[src/rtl/dpm_pkg.sv]
// Shared definitions for the dual-port memory read/write side logic.
// Holds the reader FSM encoding, output buffer depth and default widths.
package dpm_pkg;

  localparam int DPM_ADDR_WIDTH = 4;
  localparam int DPM_DATA_WIDTH = 8;
  localparam int DPM_BUF_DEPTH  = 3;

  typedef enum logic [1:0] {
    ST_IDLE  = 2'd0,
    ST_READ  = 2'd1,
    ST_DRAIN = 2'd2
  } rd_state_e;

  // Circular pointer advance for the 3-entry buffer (0 -> 1 -> 2 -> 0).
  function automatic logic [1:0] buf_ptr_inc(input logic [1:0] p);
    return (p == 2'(DPM_BUF_DEPTH - 1)) ? 2'd0 : p + 2'd1;
  endfunction

endpackage

[src/rtl/dpm_burst_reader_if.sv]
// Memory read port plus output stream of the burst reader.
// master = reader side, slave = memory/stream-sink side.
interface dpm_burst_reader_if
  import dpm_pkg::*;
#(
  parameter int ADDR_WIDTH = DPM_ADDR_WIDTH,
  parameter int DATA_WIDTH = DPM_DATA_WIDTH
);
  logic                  mem_rd_en;
  logic [ADDR_WIDTH-1:0] mem_rd_addr;
  logic [DATA_WIDTH-1:0] mem_dout;
  logic                  m_valid;
  logic                  m_ready;
  logic [DATA_WIDTH-1:0] m_data;
  logic                  m_last;

  modport master (
    output mem_rd_en, mem_rd_addr, m_valid, m_data, m_last,
    input  mem_dout, m_ready
  );

  modport slave (
    input  mem_rd_en, mem_rd_addr, m_valid, m_data, m_last,
    output mem_dout, m_ready
  );
endinterface

[src/rtl/dpm_rd_skid.sv]
// Three-entry circular output buffer for the burst reader.
// Each entry carries {last, data}; flush empties it without touching storage.
module dpm_rd_skid
  import dpm_pkg::*;
#(
  parameter int W = 9
) (
  input  logic         clk,
  input  logic         rst_n,
  input  logic         flush_i,
  input  logic         push_i,
  input  logic [W-1:0] push_data_i,
  input  logic         pop_i,
  output logic         valid_o,
  output logic [W-1:0] head_o,
  output logic [1:0]   occ_o
);
  logic [W-1:0] mem_q [DPM_BUF_DEPTH];
  logic [1:0]   wr_ptr_q, rd_ptr_q, occ_q, occ_d;

  for (genvar gi = 0; gi < DPM_BUF_DEPTH; gi++) begin : g_entry
    always_ff @(posedge clk or negedge rst_n) begin
      if (!rst_n) begin
        mem_q[gi] <= '0;
      end else if (push_i && !flush_i && wr_ptr_q == 2'(gi)) begin
        mem_q[gi] <= push_data_i;
      end
    end
  end

  always_comb begin
    occ_d = occ_q;
    if (push_i && !pop_i) begin
      occ_d = occ_q + 2'd1;
    end else if (pop_i && !push_i) begin
      occ_d = occ_q - 2'd1;
    end
  end

  always_ff @(posedge clk or negedge rst_n) begin
    if (!rst_n) begin
      wr_ptr_q <= '0;
      rd_ptr_q <= '0;
      occ_q    <= '0;
    end else if (flush_i) begin
      wr_ptr_q <= '0;
      rd_ptr_q <= '0;
      occ_q    <= '0;
    end else begin
      if (push_i) wr_ptr_q <= buf_ptr_inc(wr_ptr_q);
      if (pop_i)  rd_ptr_q <= buf_ptr_inc(rd_ptr_q);
      occ_q <= occ_d;
    end
  end

  assign valid_o = (occ_q != 2'd0);
  assign head_o  = mem_q[rd_ptr_q];
  assign occ_o   = occ_q;
endmodule

[src/rtl/dpm_burst_reader.sv]
// Burst read controller: issues credit-limited memory reads and streams words out.
// Optional feature macro: DPM_RD_ABORT_EN (adds the abort input).
module dpm_burst_reader
  import dpm_pkg::*;
#(
  parameter int ADDR_WIDTH = DPM_ADDR_WIDTH,
  parameter int DATA_WIDTH = DPM_DATA_WIDTH
) (
  input  logic                  clk,
  input  logic                  rst_n,
  input  logic                  start,
  input  logic [ADDR_WIDTH-1:0] start_addr,
  input  logic [ADDR_WIDTH-1:0] burst_len_m1,
  output logic                  busy,
  output logic                  done,
`ifdef DPM_RD_ABORT_EN
  input  logic                  abort,
`endif
  dpm_burst_reader_if.master    bus
);
  localparam logic [ADDR_WIDTH-1:0] ONE = 1;

  rd_state_e             state_q, state_d;
  logic [ADDR_WIDTH-1:0] addr_q, addr_d, rem_q, rem_d;
  logic                  inflight_q, inflight_last_q, done_q, done_d;
  logic                  issue, last_issue, push, pop, abort_act, buf_valid;
  logic [1:0]            occ;
  logic [DATA_WIDTH:0]   head;

`ifdef DPM_RD_ABORT_EN
  assign abort_act = abort && (state_q != ST_IDLE);
`else
  assign abort_act = 1'b0;
`endif

  // Credit counts buffered words plus the read still on its way from memory.
  assign issue      = (state_q == ST_READ) && !abort_act &&
                      (({1'b0, occ} + {2'b0, inflight_q}) < 3'(DPM_BUF_DEPTH));
  assign last_issue = issue && (rem_q == '0);
  assign push       = inflight_q && !abort_act;
  assign pop        = buf_valid && bus.m_ready && !abort_act;

  dpm_rd_skid #(.W(DATA_WIDTH + 1)) u_skid (
    .clk        (clk),
    .rst_n      (rst_n),
    .flush_i    (abort_act),
    .push_i     (push),
    .push_data_i({inflight_last_q, bus.mem_dout}),
    .pop_i      (pop),
    .valid_o    (buf_valid),
    .head_o     (head),
    .occ_o      (occ)
  );

  always_comb begin
    state_d = state_q;
    addr_d  = addr_q;
    rem_d   = rem_q;
    done_d  = 1'b0;
    case (state_q)
      ST_IDLE: begin
        if (start) begin
          state_d = ST_READ;
          addr_d  = start_addr;
          rem_d   = burst_len_m1;
        end
      end
      ST_READ: begin
        if (issue) begin
          addr_d = addr_q + ONE;
          rem_d  = rem_q - ONE;
          if (rem_q == '0) state_d = ST_DRAIN;
        end
      end
      ST_DRAIN: begin
        if (pop && head[DATA_WIDTH]) begin
          state_d = ST_IDLE;
          done_d  = 1'b1;
        end
      end
      default: state_d = ST_IDLE;
    endcase
    if (abort_act) begin
      state_d = ST_IDLE;
      done_d  = 1'b1;
    end
  end

  always_ff @(posedge clk or negedge rst_n) begin
    if (!rst_n) begin
      state_q         <= ST_IDLE;
      addr_q          <= '0;
      rem_q           <= '0;
      inflight_q      <= 1'b0;
      inflight_last_q <= 1'b0;
      done_q          <= 1'b0;
    end else begin
      state_q         <= state_d;
      addr_q          <= addr_d;
      rem_q           <= rem_d;
      inflight_q      <= issue;
      inflight_last_q <= last_issue;
      done_q          <= done_d;
    end
  end

  assign busy            = (state_q != ST_IDLE);
  assign done            = done_q;
  assign bus.mem_rd_en   = issue;
  assign bus.mem_rd_addr = addr_q;
  assign bus.m_valid     = buf_valid && !abort_act;
  assign bus.m_data      = head[DATA_WIDTH-1:0];
  assign bus.m_last      = head[DATA_WIDTH];
endmodule

[src/flat_wrapper.sv]
// flat-port wrapper written by rule: the top's interface ports become plain ports
module dpm_burst_reader_flat import dpm_pkg::*;
#(
  parameter int ADDR_WIDTH = DPM_ADDR_WIDTH,
  parameter int DATA_WIDTH = DPM_DATA_WIDTH
)
  (clk, rst_n, start, start_addr, burst_len_m1, busy, done, bus_mem_rd_en, bus_mem_rd_addr, bus_m_valid, bus_m_data, bus_m_last, bus_mem_dout, bus_m_ready);
  dpm_burst_reader_if #(.ADDR_WIDTH(ADDR_WIDTH), .DATA_WIDTH(DATA_WIDTH)) bus_i ();
  input  logic clk;
  input  logic rst_n;
  input  logic start;
  input  logic [ADDR_WIDTH-1:0] start_addr;
  input  logic [ADDR_WIDTH-1:0] burst_len_m1;
  output logic busy;
  output logic done;
  output wire logic [$bits(bus_i.mem_rd_en)-1:0] bus_mem_rd_en;
  output wire logic [$bits(bus_i.mem_rd_addr)-1:0] bus_mem_rd_addr;
  output wire logic [$bits(bus_i.m_valid)-1:0] bus_m_valid;
  output wire logic [$bits(bus_i.m_data)-1:0] bus_m_data;
  output wire logic [$bits(bus_i.m_last)-1:0] bus_m_last;
  input wire logic [$bits(bus_i.mem_dout)-1:0] bus_mem_dout;
  input wire logic [$bits(bus_i.m_ready)-1:0] bus_m_ready;
  assign bus_mem_rd_en = bus_i.mem_rd_en;
  assign bus_mem_rd_addr = bus_i.mem_rd_addr;
  assign bus_m_valid = bus_i.m_valid;
  assign bus_m_data = bus_i.m_data;
  assign bus_m_last = bus_i.m_last;
  assign bus_i.mem_dout = bus_mem_dout;
  assign bus_i.m_ready = bus_m_ready;
  dpm_burst_reader #(.ADDR_WIDTH(ADDR_WIDTH), .DATA_WIDTH(DATA_WIDTH)) u_core (.clk(clk), .rst_n(rst_n), .start(start), .start_addr(start_addr), .burst_len_m1(burst_len_m1), .busy(busy), .done(done), .bus(bus_i));
endmodule
[config.mk]
export PLATFORM = sky130hd
export DESIGN_NAME = dpm_burst_reader_flat
export DESIGN_NICKNAME = d
export VERILOG_FILES = /design/src/rtl/dpm_pkg.sv /design/src/rtl/dpm_burst_reader_if.sv /design/src/rtl/dpm_rd_skid.sv /design/src/rtl/dpm_burst_reader.sv /design/src/flat_wrapper.sv
export SDC_FILE = /design/constraint.sdc
export NUM_CORES = 1
export LEC_CHECK = 0
export BUFFER_PORTS_ARGS = -buffer_cell sky130_fd_sc_hd__clkbuf_2
export CORE_MARGIN = 4
export CORE_UTILIZATION = 56
export CTS_CLUSTER_SIZE = 20
export DETAILED_ROUTE_END_ITERATION = 8
export PLACE_DENSITY = 0.79
export SLEW_MARGIN = 20
export SYNTH_ARGS = -nofsm -noshare
export SYNTH_HDL_FRONTEND = slang
export SYNTH_HIERARCHICAL = 1
export SYNTH_SLANG_ARGS = --single-unit
[constraint.sdc]
create_clock -name clk -period 2.7 [get_ports clk]
set_input_delay 0.135 -clock clk [delete_from_list [all_inputs] [get_ports clk]]
set_output_delay 0.135 -clock clk [all_outputs]
set_load 0.005 [all_outputs]
==> flow_summary_export.csv, run 1 <==
group,metric,value,unit
run_status,status,"finished clean",
floorplan,dieHeight,71.5,um
drt,via_per_inst,5.57,
floorplan,start_util,59.9,%
drt,antenna_left,0,
layout,multi_input_area,1030,um2
critical_path,crit_path_end_kind,"output port",
global_route,grt_pass1_wl,7370,um
global_route,first_global_vias,1589,
critical_path,worst_setup_path_start_kind,"flop",
placement,gp_congestion,0.833,
synthesis,synth_area_leaders,"dfrtp_1 (51%), mux2_2 (14%), mux2i_1 (4.9%), o21ai_0 (3.1%), nor2_1 (3.0%)",
drt,drtPass1Iterations,4,
clock_network,cts_buffers,5,
power_and_ir_drop,cellLeakagePower,1.17,nW
clock_network,cts_buffer_depth,2,
clock_network,cts_tree,"yes",
clock_network,clkLatencyLatePin,290,ps
critical_path,rr_worst_depth,7,
drt,first_iter_violations,106,
layout,area_delta_synth_final,13.0,%
clock_network,cts.clk_slew.worst_paths,80,ps
timing,worst_pin_slew,725,ps
critical_path,crit_type,"flop to output port",
synthesis,netlist_instances,197,
synthesis,ys_warn_count,6,
power_and_ir_drop,power_density,1130,nW/um2
drt,dr_total_vias,1571,
synthesis,synth_area,2260,um2
critical_path,timing.rr.start,"u_core/inflight_q$_DFF_PN0_",
clock_network,postCtsSetupRepairBufs,0,
synthesis,synth_ff_type,"dfrtp_1",
timing,max_clock_freq,0.417,GHz
layout,finish.utilization,67.7,%
timing,tns,0,ps
global_route,gr-total-overflow,0,
synthesis,yosysMostFrequentCell,"dfrtp_1",
synthesis,synth_nets,221,
synthesis,async_reset_ff_share,100,%
critical_path,r2r_end,"u_core/rem_q[2]$_DFFE_PN0P_",
power_and_ir_drop,peakVddDrop,649,uV
critical_path,worst-path-max-fanout,10,
global_route,track_usage,18.3,%
timing,fin_skew,5.31,ps
placement,place_hpwl,3050,um
placement,io_buffers,36,
timing,period_needed,2400,ps
timing,setup_viol,0,
placement,dp_cells,273,
floorplan,die_area,5110,um2
synthesis,synth_area_per_cell,11.5,um2
synthesis,synth_cell_types,40,
worst_hold_path,holdCritPathClass,"primary input to flop",
clock_network,clockRootBuffer,"clkbuf_8",
layout,nFillCells,285,
synthesis,synth_edf_count,0,
run,maxCapViolations,0,
global_route,grt_max_degree,47,
layout,drive_above_1_share,35.5,%
layout,diodes,0,
timing,fin_hold_ws,63.8,ps
global_route,antenna_found_initial,0,
floorplan,coreArea,3770,um2
drt,drc,0,
timing,rsz0062_at_grt,"false",
critical_path,cp.arrival,2260,ps
layout,finalNonFillerCells,282,
synthesis,yosysTopAreaCellShare,51.0,%
critical_path,cp.required,2570,ps
worst_hold_path,hold_start,"burst_len_m1[2]",
timing,setup_slack,301,ps
floorplan,fp.dieW,71.5,um
timing,relSlewSlack,51.5,%
timing,finalHoldViolations,0,
drt,wl,4400,um
synthesis,yosysTopAreaCell,"dfrtp_1",
floorplan,pin_count,37,
placement,dp_slack,465,ps
synthesis,seq_area_frac_synth,51.0,%
synthesis,synth-seq-cells,46,
clock_network,cts.sinks,46,
critical_path,r2r_slack,400,ps
timing,fin_crit_sh,88.8,%
worst_hold_path,hold_path_depth,2,
timing,report.final.slew_viol_count,0,
layout,nNetsFinal,257,
drt,wire_per_inst,15.6,um
floorplan,num_rows,22,
clock_network,htree_num_levels,2,
layout,regArea,1150,um2
worst_hold_path,holdPathEnd,"u_core/rem_q[2]$_DFFE_PN0P_",
synthesis,netlist_top_cells_count,"dfrtp_1 (46), mux2_2 (28), nor2_1 (18)",
==> routing by layer <==
metal	global-route usage, %	wire length, um	vias to the layer above
met3	3.79	141	4
met1	25.1	2090	769
met5	0	0	-
met4	5.01	37	0
met2	29.6	2130	26
li1	-	-	772
==> cell type report <==
type	instances	area share [%]
clock buffer	5	2.70
clock inverter	3	0.980
inverter	4	0.588
multi-input combinational	137	40.2
sequential	46	45.1
tap	48	2.35
timing repair buffer	39	8.04
==> where the power goes <==
group / total [mW] / leakage, nW / switching [mW] / internal [mW]
clock: 0.423 / 0.0447 / 0.236 / 0.187
combinational: 1.19 / 0.558 / 0.550 / 0.638
sequential: 1.28 / 0.565 / 0.283 / 0.997
==> kinds of logic after synthesis <==
group	synth area share, %
flip-flops	51.0
AO/OA/AOI/OAI	9.47
other	0.166
adder cells (fa/ha/maj)	2.22
AND/OR/NAND/NOR	14.4
multiplexers	18.8
buffers and inverters	3.55
XOR/XNOR	0.388
==> worst max-delay path by stage <==
stage / start / end / slack [ps]
finish: u_core/inflight_q$_DFF_PN0_ / bus_mem_rd_en / 300
global route: u_core/inflight_q$_DFF_PN0_ / bus_mem_rd_en / 170
CTS: u_core/inflight_q$_DFF_PN0_ / bus_mem_rd_en / 330
detailed placement: u_core/inflight_q$_DFF_PN0_ / u_core/rem_q[2]$_DFFE_PN0P_ / 470
global placement: u_core/inflight_q$_DFF_PN0_ / u_core/rem_q[2]$_DFFE_PN0P_ / 550
floorplan: u_core/u_skid/occ_o[0]$_DFFE_PN0P_ / u_core/rem_q[2]$_DFFE_PN0P_ / 800
==> registers in the layout, indices dropped and copies added, names as in the netlist <==
name / count
u_core/u_skid/rd_ptr_q: 2
u_core/inflight_last_q: 1
u_core/rem_q: 4
u_core/u_skid/wr_ptr_q: 2
u_core/state_q: 2
u_core/bus.mem_rd_addr: 4
u_core/u_skid/mem_q: 27
u_core/u_skid/occ_o: 2
u_core/done: 1
u_core/inflight_q: 1
==> through the flow <==
stage / cell area, um2 / power [mW]
finish: 2550 / 2.89
CTS: 2550 / 2.91
global placement: 2450 / 2.42
floorplan: 2260 / 2.10
detailed placement: 2450 / 2.47
global route: 2550 / 3.12
==> critical path, cell delays in order, from the launching register on <==
cell	delay [ps]
dfrtp_1	500
ha_1	260
ha_1	280
a21oi_1	460
nand2_1	210
inv_2	140
clkbuf_2	130
==> what timing repair did <==
action                                 in CTS  in global routing
setup endpoints to repair                   0                  0
gates resized for setup                     0                  0
hold buffers                                1                  0
endpoints found under the hold margin      46                  0
==> cell usage in the layout, fill, tap and decap left out, types with 2 or more instances in the layout <==
cell type	count
o211ai_1	2
buf_4	2
mux2i_1	11
mux2_2	28
a211oi_1	2
nor3_1	3
a21o_1	2
or2_2	2
o22ai_1	4
and2_1	2
and4bb_2	2
o21ai_0	14
nor2b_1	2
a21oi_1	6
dfrtp_1	46
inv_1	3
nand3b_1	2
clkbuf_8	5
nand2_1	13
clkbuf_2	36
nor2_1	18
ha_1	4
nor3b_1	5
Power figures use the tool's default switching activity.
==> inputs of run 2 (changes only) <==
--- a/config.mk
+++ b/config.mk
@@ -7,10 +7,9 @@
 export LEC_CHECK = 0
 export BUFFER_PORTS_ARGS = -buffer_cell sky130_fd_sc_hd__clkbuf_2
 export CORE_MARGIN = 4
-export CORE_UTILIZATION = 56
+export CORE_UTILIZATION = 30
 export CTS_CLUSTER_SIZE = 20
 export DETAILED_ROUTE_END_ITERATION = 8
-export PLACE_DENSITY = 0.79
 export SLEW_MARGIN = 20
 export SYNTH_ARGS = -nofsm -noshare
 export SYNTH_HDL_FRONTEND = slang
==> run 2 against run 1 <==
Against the previous run: clock power is 2% lower; total power down 0.54%; register-to-register slack better by 270 ps; combinational power about the same; clock-buffer cell count rose by 1; non-clock buffer count rose by 2; maximum frequency increased by 12%; sequential power is essentially flat; clock skew up 4.0 ps; critical path depth grew 1; via count is 1.0% lower; largest cell class unchanged.
==> flow_summary_export.csv, run 2 (synthesized netlist as in run 1, its figures left out) <==
group,metric,value,unit
critical_path,critical_path.top_delay_family,"adder cells",
worst_hold_path,hold_path_depth,2,
floorplan,coreArea,7290,um2
placement,io_buffers,36,
worst_hold_path,holdCritPathClass,"primary input to flop",
drt,first_iter_violations,113,
clock_network,cts_resized,0,
floorplan,pin_count,37,
power_and_ir_drop,peakVddDrop,285,uV
critical_path,cp.arrival,2000,ps
global_route,gr-total-overflow,0,
placement,dp_cells,326,
drt,drtPass1Iterations,4,
worst_hold_path,hold_start,"burst_len_m1[2]",
layout,finish.utilization,36.0,%
global_route,track_usage,10.9,%
timing,report.final.slew_viol_count,0,
drt,wl,4530,um
clock_network,clkLatencyLatePin,300,ps
power_and_ir_drop,power_density,1100,nW/um2
clock_network,cts_buffer_depth,2,
critical_path,rr_worst_depth,8,
timing,max_clock_freq,0.468,GHz
critical_path,crit_path_end_kind,"output port",
floorplan,die_area,8980,um2
global_route,grt_pass1_wl,7580,um
global_route,grt_max_degree,22,
layout,nNetsFinal,259,
critical_path,cpMostUsedCell,"ha_1",
placement,place_hpwl,3230,um
critical_path,r2r_end,"u_core/rem_q[2]$_DFFE_PN0P_",
critical_path,crit_slowest_cell,"dfrtp_1",
placement,dp_slack,686,ps
timing,relSlewSlack,50.8,%
run,maxCapViolations,0,
critical_path,crit_type,"flop to output port",
layout,mostFrequentLayoutCells,"dfrtp_1 (46), clkbuf_2 (36), mux2_2 (28)",
critical_path,critPathBufInv,3,
layout,final_common_cell,"dfrtp_1",
critical_path,path_cells,"ha_1, ha_1, a21oi_1, buf_4, nand2_1, inv_2, clkbuf_2",
clock_network,htree_num_levels,2,
critical_path,worst_setup_path_start_kind,"flop",
clock_network,cts_buffers,5,
timing,finalHoldViolations,0,
drt,drc,0,
global_route,first_global_vias,1524,
critical_path,cp.required,2570,ps
power_and_ir_drop,power.total,2.88,mW
drt,via_per_inst,4.64,
layout,area_delta_synth_final,16.2,%
placement,gp_congestion,0.841,
clock_network,cts.clk_slew.worst_paths,80,ps
worst_hold_path,holdPathEnd,"u_core/rem_q[2]$_DFFE_PN0P_",
layout,finalNonFillerCells,335,
critical_path,worst-path-max-fanout,10,
critical_path,r2r_slack,670,ps
timing,fin_skew,9.28,ps
clock_network,cts.sinks,46,
power_and_ir_drop,cellLeakagePower,1.18,nW
drt,antenna_left,0,
clock_network,clockRootBuffer,"clkbuf_8",
critical_path,slowest_delay,490,ps
layout,largest_register_ffs,27,
floorplan,start_util,31.0,%
clock_network,postCtsSetupRepairBufs,0,
timing,worst_pin_slew,735,ps
timing,fin_crit_sh,79.2,%
layout,diodes,0,
timing,setup_viol,0,
floorplan,num_rows,31,
run_status,status,"finished clean",
floorplan,fp.dieW,94.8,um
global_route,antenna_found_initial,0,
critical_path,timing.rr.start,"u_core/inflight_q$_DFF_PN0_",
timing,period_needed,2140,ps
timing,tns,0,ps
drt,wire_per_inst,13.5,um
timing,rsz0062_at_grt,"false",
clock_network,cts_tree,"yes",
floorplan,dieHeight,94.8,um
layout,drive_above_1_share,35.6,%
layout,regMostFlops,"u_core/u_skid/mem_q",
timing,setup_slack,563,ps
drt,dr_total_vias,1555,
run 2: changes by cell type in the layout (fill, tap and decap cells not counted), sizes merged:
cell      delta
inv          -1
clkinvlp     -1
clkinv       +1
buf          +2
clkbuf       +1
run 2: worst max path at each step:
stage,end,cells past startpoint,from,slack (ps)
6_report,bus_mem_rd_en,7,u_core/inflight_q$_DFF_PN0_,560
5_1_grt,bus_mem_rd_en,7,u_core/inflight_q$_DFF_PN0_,430
4_1_cts,bus_mem_rd_en,7,u_core/inflight_q$_DFF_PN0_,530
3_5_place_dp,u_core/rem_q[2]$_DFFE_PN0P_,8,u_core/inflight_q$_DFF_PN0_,690
3_3_place_gp,u_core/rem_q[2]$_DFFE_PN0P_,8,u_core/inflight_q$_DFF_PN0_,730
2_1_floorplan,u_core/rem_q[2]$_DFFE_PN0P_,7,u_core/u_skid/occ_o[0]$_DFFE_PN0P_,800
run 2: stage by stage:
| stage | hold WS [ps] | instance area [um2] |
|---|---|---|
| after floorplan | -161 | 2260 |
| after global placement | 144 | 2530 |
| after detailed placement | 146 | 2530 |
| after CTS | 54.5 | 2620 |
| after global routing | 53.5 | 2620 |
| final | 62.4 | 2620 |
run 2: layer usage:
metal	up-vias	wire length [um]	track usage [%]
li1	775	-	-
met1	760	2150	15.0
met2	15	2170	16.8
met3	5	134	2.31
met4	0	75	4.21
met5	-	0	0
run 2: layout make-up:
| class | instances | area, um2 |
|---|---|---|
| Fill cell | 761 | 4670 |
| Sequential cell | 46 | 1150 |
| Multi-Input combinational cell | 137 | 1030 |
| Timing Repair Buffer | 41 | 220 |
| Tap cell | 99 | 124 |
| Clock buffer | 6 | 72.6 |
| Inverter | 4 | 15.0 |
| Clock inverter | 2 | 13.8 |
run 2: repair_timing:
action                                 in CTS  in global routing
hold buffers                                1                  0
endpoints found under the hold margin      19                  0
setup endpoints to repair                   0                  0
run 2: power breakdown:
part	leakage [nW]	total, mW	internal [mW]	switching [mW]
clock network	0.0452	0.416	0.183	0.233
registers	0.565	1.26	0.997	0.260
logic	0.568	1.20	0.652	0.550
run 2: worst reg2reg max path: stages, from the launching register on:
cell and delay (ps):
dfrtp_1 490, ha_1 250, ha_1 280, a21oi_1 150, buf_4 160, nand2_1 120, inv_2 130, a21oi_1 70
a211o_1 260
==> inputs of run 3 (changes only) <==
--- a/config.mk
+++ b/config.mk
@@ -5,6 +5,7 @@
 export SDC_FILE = /design/constraint.sdc
 export NUM_CORES = 1
 export LEC_CHECK = 0
+export ABC_AREA = 1
 export BUFFER_PORTS_ARGS = -buffer_cell sky130_fd_sc_hd__clkbuf_2
 export CORE_MARGIN = 4
 export CORE_UTILIZATION = 30
==> constraint.sdc (replaced) <==
create_clock -name clk -period 1.95 [get_ports clk]
set_input_delay 0.0975 -clock clk [delete_from_list [all_inputs] [get_ports clk]]
set_output_delay 0.0975 -clock clk [all_outputs]
set_load 0.005 [all_outputs]
==> run 3 against run 2 <==
Against the previous run: area after synthesis is 6.0% higher; non-clock buffer count stayed put; final cell count increased by 27%; sequential cell count is the same; critical path depth shrank 1; total power is 40% higher; combinational power rose by 48%; via count is 20% higher; sequential share of layout area down 2.8 points; synthesized cell count is 42% higher; largest power group is now combinational cells; highest routed layer unchanged.
==> flow_summary_export.csv, run 3 <==
group,metric,value,unit
critical_path,path_cells,"ha_1, ha_1, nand2_1, nand2_1, nor2_1, clkbuf_2",
critical_path,crit_type,"flop to output port",
layout,largest_register_ffs,27,
placement,place_hpwl,3440,um
layout,area_delta_synth_final,17.1,%
layout,final_common_cell,"nand2_1",
timing,fin_hold_ws,79.7,ps
clock_network,clockRootBuffer,"clkbuf_8",
synthesis,ys_warn_count,6,
drt,via_per_inst,4.37,
synthesis,synth_cell_types,25,
timing,report.final.slew_viol_count,0,
clock_network,cts_buffers,5,
synthesis,synth_area_leaders,"dfrtp_1 (48%), nand2_1 (16%), o21ai_2 (11%), inv_1 (4.2%), nand3_1 (3.8%)",
timing,setup_viol,0,
layout,diodes,0,
global_route,gr-total-overflow,0,
global_route,track_usage,10.6,%
drt,wl,4710,um
critical_path,worst-path-max-fanout,5,
layout,multi_input_area,1090,um2
timing,period_needed,1730,ps
timing,fin_skew,11.6,ps
drt,wire_per_inst,11.0,um
timing,rsz0062_at_grt,"false",
clock_network,cts_resized,0,
layout,drive_above_1_share,29.8,%
floorplan,num_rows,32,
placement,io_buffers,36,
floorplan,start_util,31.0,%
critical_path,crit_end,"bus_mem_rd_en",
synthesis,synth-seq-cells,46,
timing,tns,0,ps
worst_hold_path,holdCritPathClass,"primary input to flop",
layout,mostFrequentLayoutCells,"nand2_1 (104), dfrtp_1 (46), clkbuf_2 (36)",
run_status,status,"finished clean",
drt,drc,0,
critical_path,worst_setup_path_start_kind,"flop",
drt,first_iter_violations,101,
layout,regMostFlops,"u_core/u_skid/mem_q",
floorplan,die_area,9480,um2
timing,relSlewSlack,61.1,%
synthesis,netlist_instances,279,
global_route,grt_pass1_wl,8340,um
power_and_ir_drop,power_density,1440,nW/um2
critical_path,rr_worst_depth,9,
global_route,grt_max_degree,47,
clock_network,htree_num_levels,2,
clock_network,cts.clk_slew.worst_paths,90,ps
critical_path,cp.arrival,1630,ps
global_route,first_global_vias,1782,
critical_path,r2r_end,"u_core/rem_q[0]$_DFFE_PN0P_",
global_route,antenna_found_initial,0,
layout,nFillCells,814,
critical_path,startpoint,"u_core/u_skid/occ_o[0]$_DFFE_PN0P_",
layout,nNetsFinal,348,
floorplan,fp.dieW,97.3,um
critical_path,cp.required,1850,ps
timing,finalHoldViolations,0,
timing,worst_pin_slew,584,ps
drt,antenna_left,0,
critical_path,slowest_delay,430,ps
critical_path,timing.rr.start,"u_core/u_skid/occ_o[0]$_DFFE_PN0P_",
floorplan,pin_count,37,
floorplan,dieHeight,97.3,um
timing,max_clock_freq,0.579,GHz
clock_network,cts_tree,"yes",
floorplan,coreArea,7730,um2
synthesis,yosysTopAreaCell,"dfrtp_1",
critical_path,r2r_slack,390,ps
synthesis,yosysTopAreaCellShare,48.1,%
synthesis,synth_area_per_cell,8.58,um2
power_and_ir_drop,cellLeakagePower,1.46,nW
synthesis,async_reset_ff_share,100,%
clock_network,clkLatencyLatePin,300,ps
placement,gp_congestion,0.738,
synthesis,netlist_top_cells_count,"nand2_1 (104), dfrtp_1 (46), o21ai_2 (29)",
synthesis,yosysMostFrequentCell,"nand2_1",
drt,drtPass1Iterations,6,
synthesis,synth_area,2390,um2
timing,fin_crit_sh,88.6,%
critical_path,crit_slowest_cell,"dfrtp_1",
synthesis,synth_ff_type,"dfrtp_1",
critical_path,crit_path_end_kind,"output port",
drt,dr_total_vias,1865,
power_and_ir_drop,peakVddDrop,558,uV
run,maxCapViolations,0,
clock_network,cts.sinks,46,
synthesis,synth_edf_count,0,
layout,regArea,1150,um2
synthesis,seq_area_frac_synth,48.1,%
power_and_ir_drop,power.total,4.04,mW
clock_network,cts_buffer_depth,2,
## run 3: cell types whose count changed in the layout (fill, tap and decap cells not counted), moves of 7 or more
| cell | delta |
|---|---|
| o21ai_0 | -7 |
| mux2_2 | -28 |
| nand2_1 | +91 |
| o21ai_2 | +29 |
| inv_1 | +24 |
| nand3_1 | +18 |
| nor2_1 | -7 |
| mux2i_1 | -11 |
## run 3: critical path: cells and delay by family, from the launching register on
kind          cells  cell delay, ps
simple gates      3             300
buf+inv           1             140
fa+ha+maj         2             460
flops             1             430
## run 3: area by class of cell
type | instances | share of cell area [%]
Clock inverter | 2 | 0.580
Sequential cell | 46 | 41.1
Tap cell | 102 | 4.55
Timing Repair Buffer | 41 | 7.85
Inverter | 31 | 4.24
Multi-Input combinational cell | 199 | 38.8
Clock buffer | 6 | 2.95
## run 3: what timing repair did
| item | CTS | global route |
|---|---|---|
| endpoints found under the hold margin | 46 | 0 |
| setup buffers | 0 | 0 |
| hold buffers | 1 | 0 |
## run 3: routing by layer
layer	wire length, um	vias up	global-route usage [%]	part of all wire, %
li1	-	978	-	-
met1	2250	839	14.0	48
met2	2220	41	17.3	47
met3	186	7	2.37	3.9
met4	49	0	3.19	1.0
met5	0	-	0	0
## run 3: cell families (layout without fill, tap and decap cells)
| family | count (synthesis) | after routing | share of synthesized area [%] |
|---|---|---|---|
| and+or+nand+nor | 153 | 153 | 30.0 |
| adders and majority gates | 4 | 4 | 2.09 |
| DFF | 46 | 46 | 48.1 |
| buffers and inverters | 35 | 80 | 6.69 |
| other | 1 | 2 | 0.157 |
| AOI/OAI and AO/OA | 40 | 40 | 13.0 |
## run 3: stage by stage
stage | instance area, um2 | worst slack, ps | util (%) | cells
after floorplan | 2400 | 500 | - | 280
after global placement | 2700 | 419 | 34.9 | 418
after detailed placement | 2700 | 380 | 34.9 | 418
after CTS | 2800 | 185 | 36.3 | 427
after global routing | 2800 | 81.0 | 36.3 | 427
final | 2800 | 222 | 36.3 | 427
## run 3: worst min path at each step
stage,end,slack (ps),from,cells past startpoint
2_1_floorplan,u_core/bus.mem_rd_addr[0]$_DFFE_PN0P_,-200,rst_n,0
3_3_place_gp,u_core/u_skid/mem_q[19]$_DFFE_PN0P_,230,rst_n,2
3_5_place_dp,u_core/u_skid/mem_q[15]$_DFFE_PN0P_,230,rst_n,2
4_1_cts,u_core/bus.mem_rd_addr[3]$_DFFE_PN0P_,70,start_addr[3],5
5_1_grt,u_core/bus.mem_rd_addr[3]$_DFFE_PN0P_,80,start_addr[3],5
6_report,u_core/bus.mem_rd_addr[3]$_DFFE_PN0P_,80,start_addr[3],5
## run 3: where the power goes
group / total, mW / internal (mW) / switching [mW]
logic: 1.77 / 0.713 / 1.05
registers: 1.64 / 1.35 / 0.292
clock network: 0.626 / 0.292 / 0.334
total: 4.04 / 2.36 / 1.68
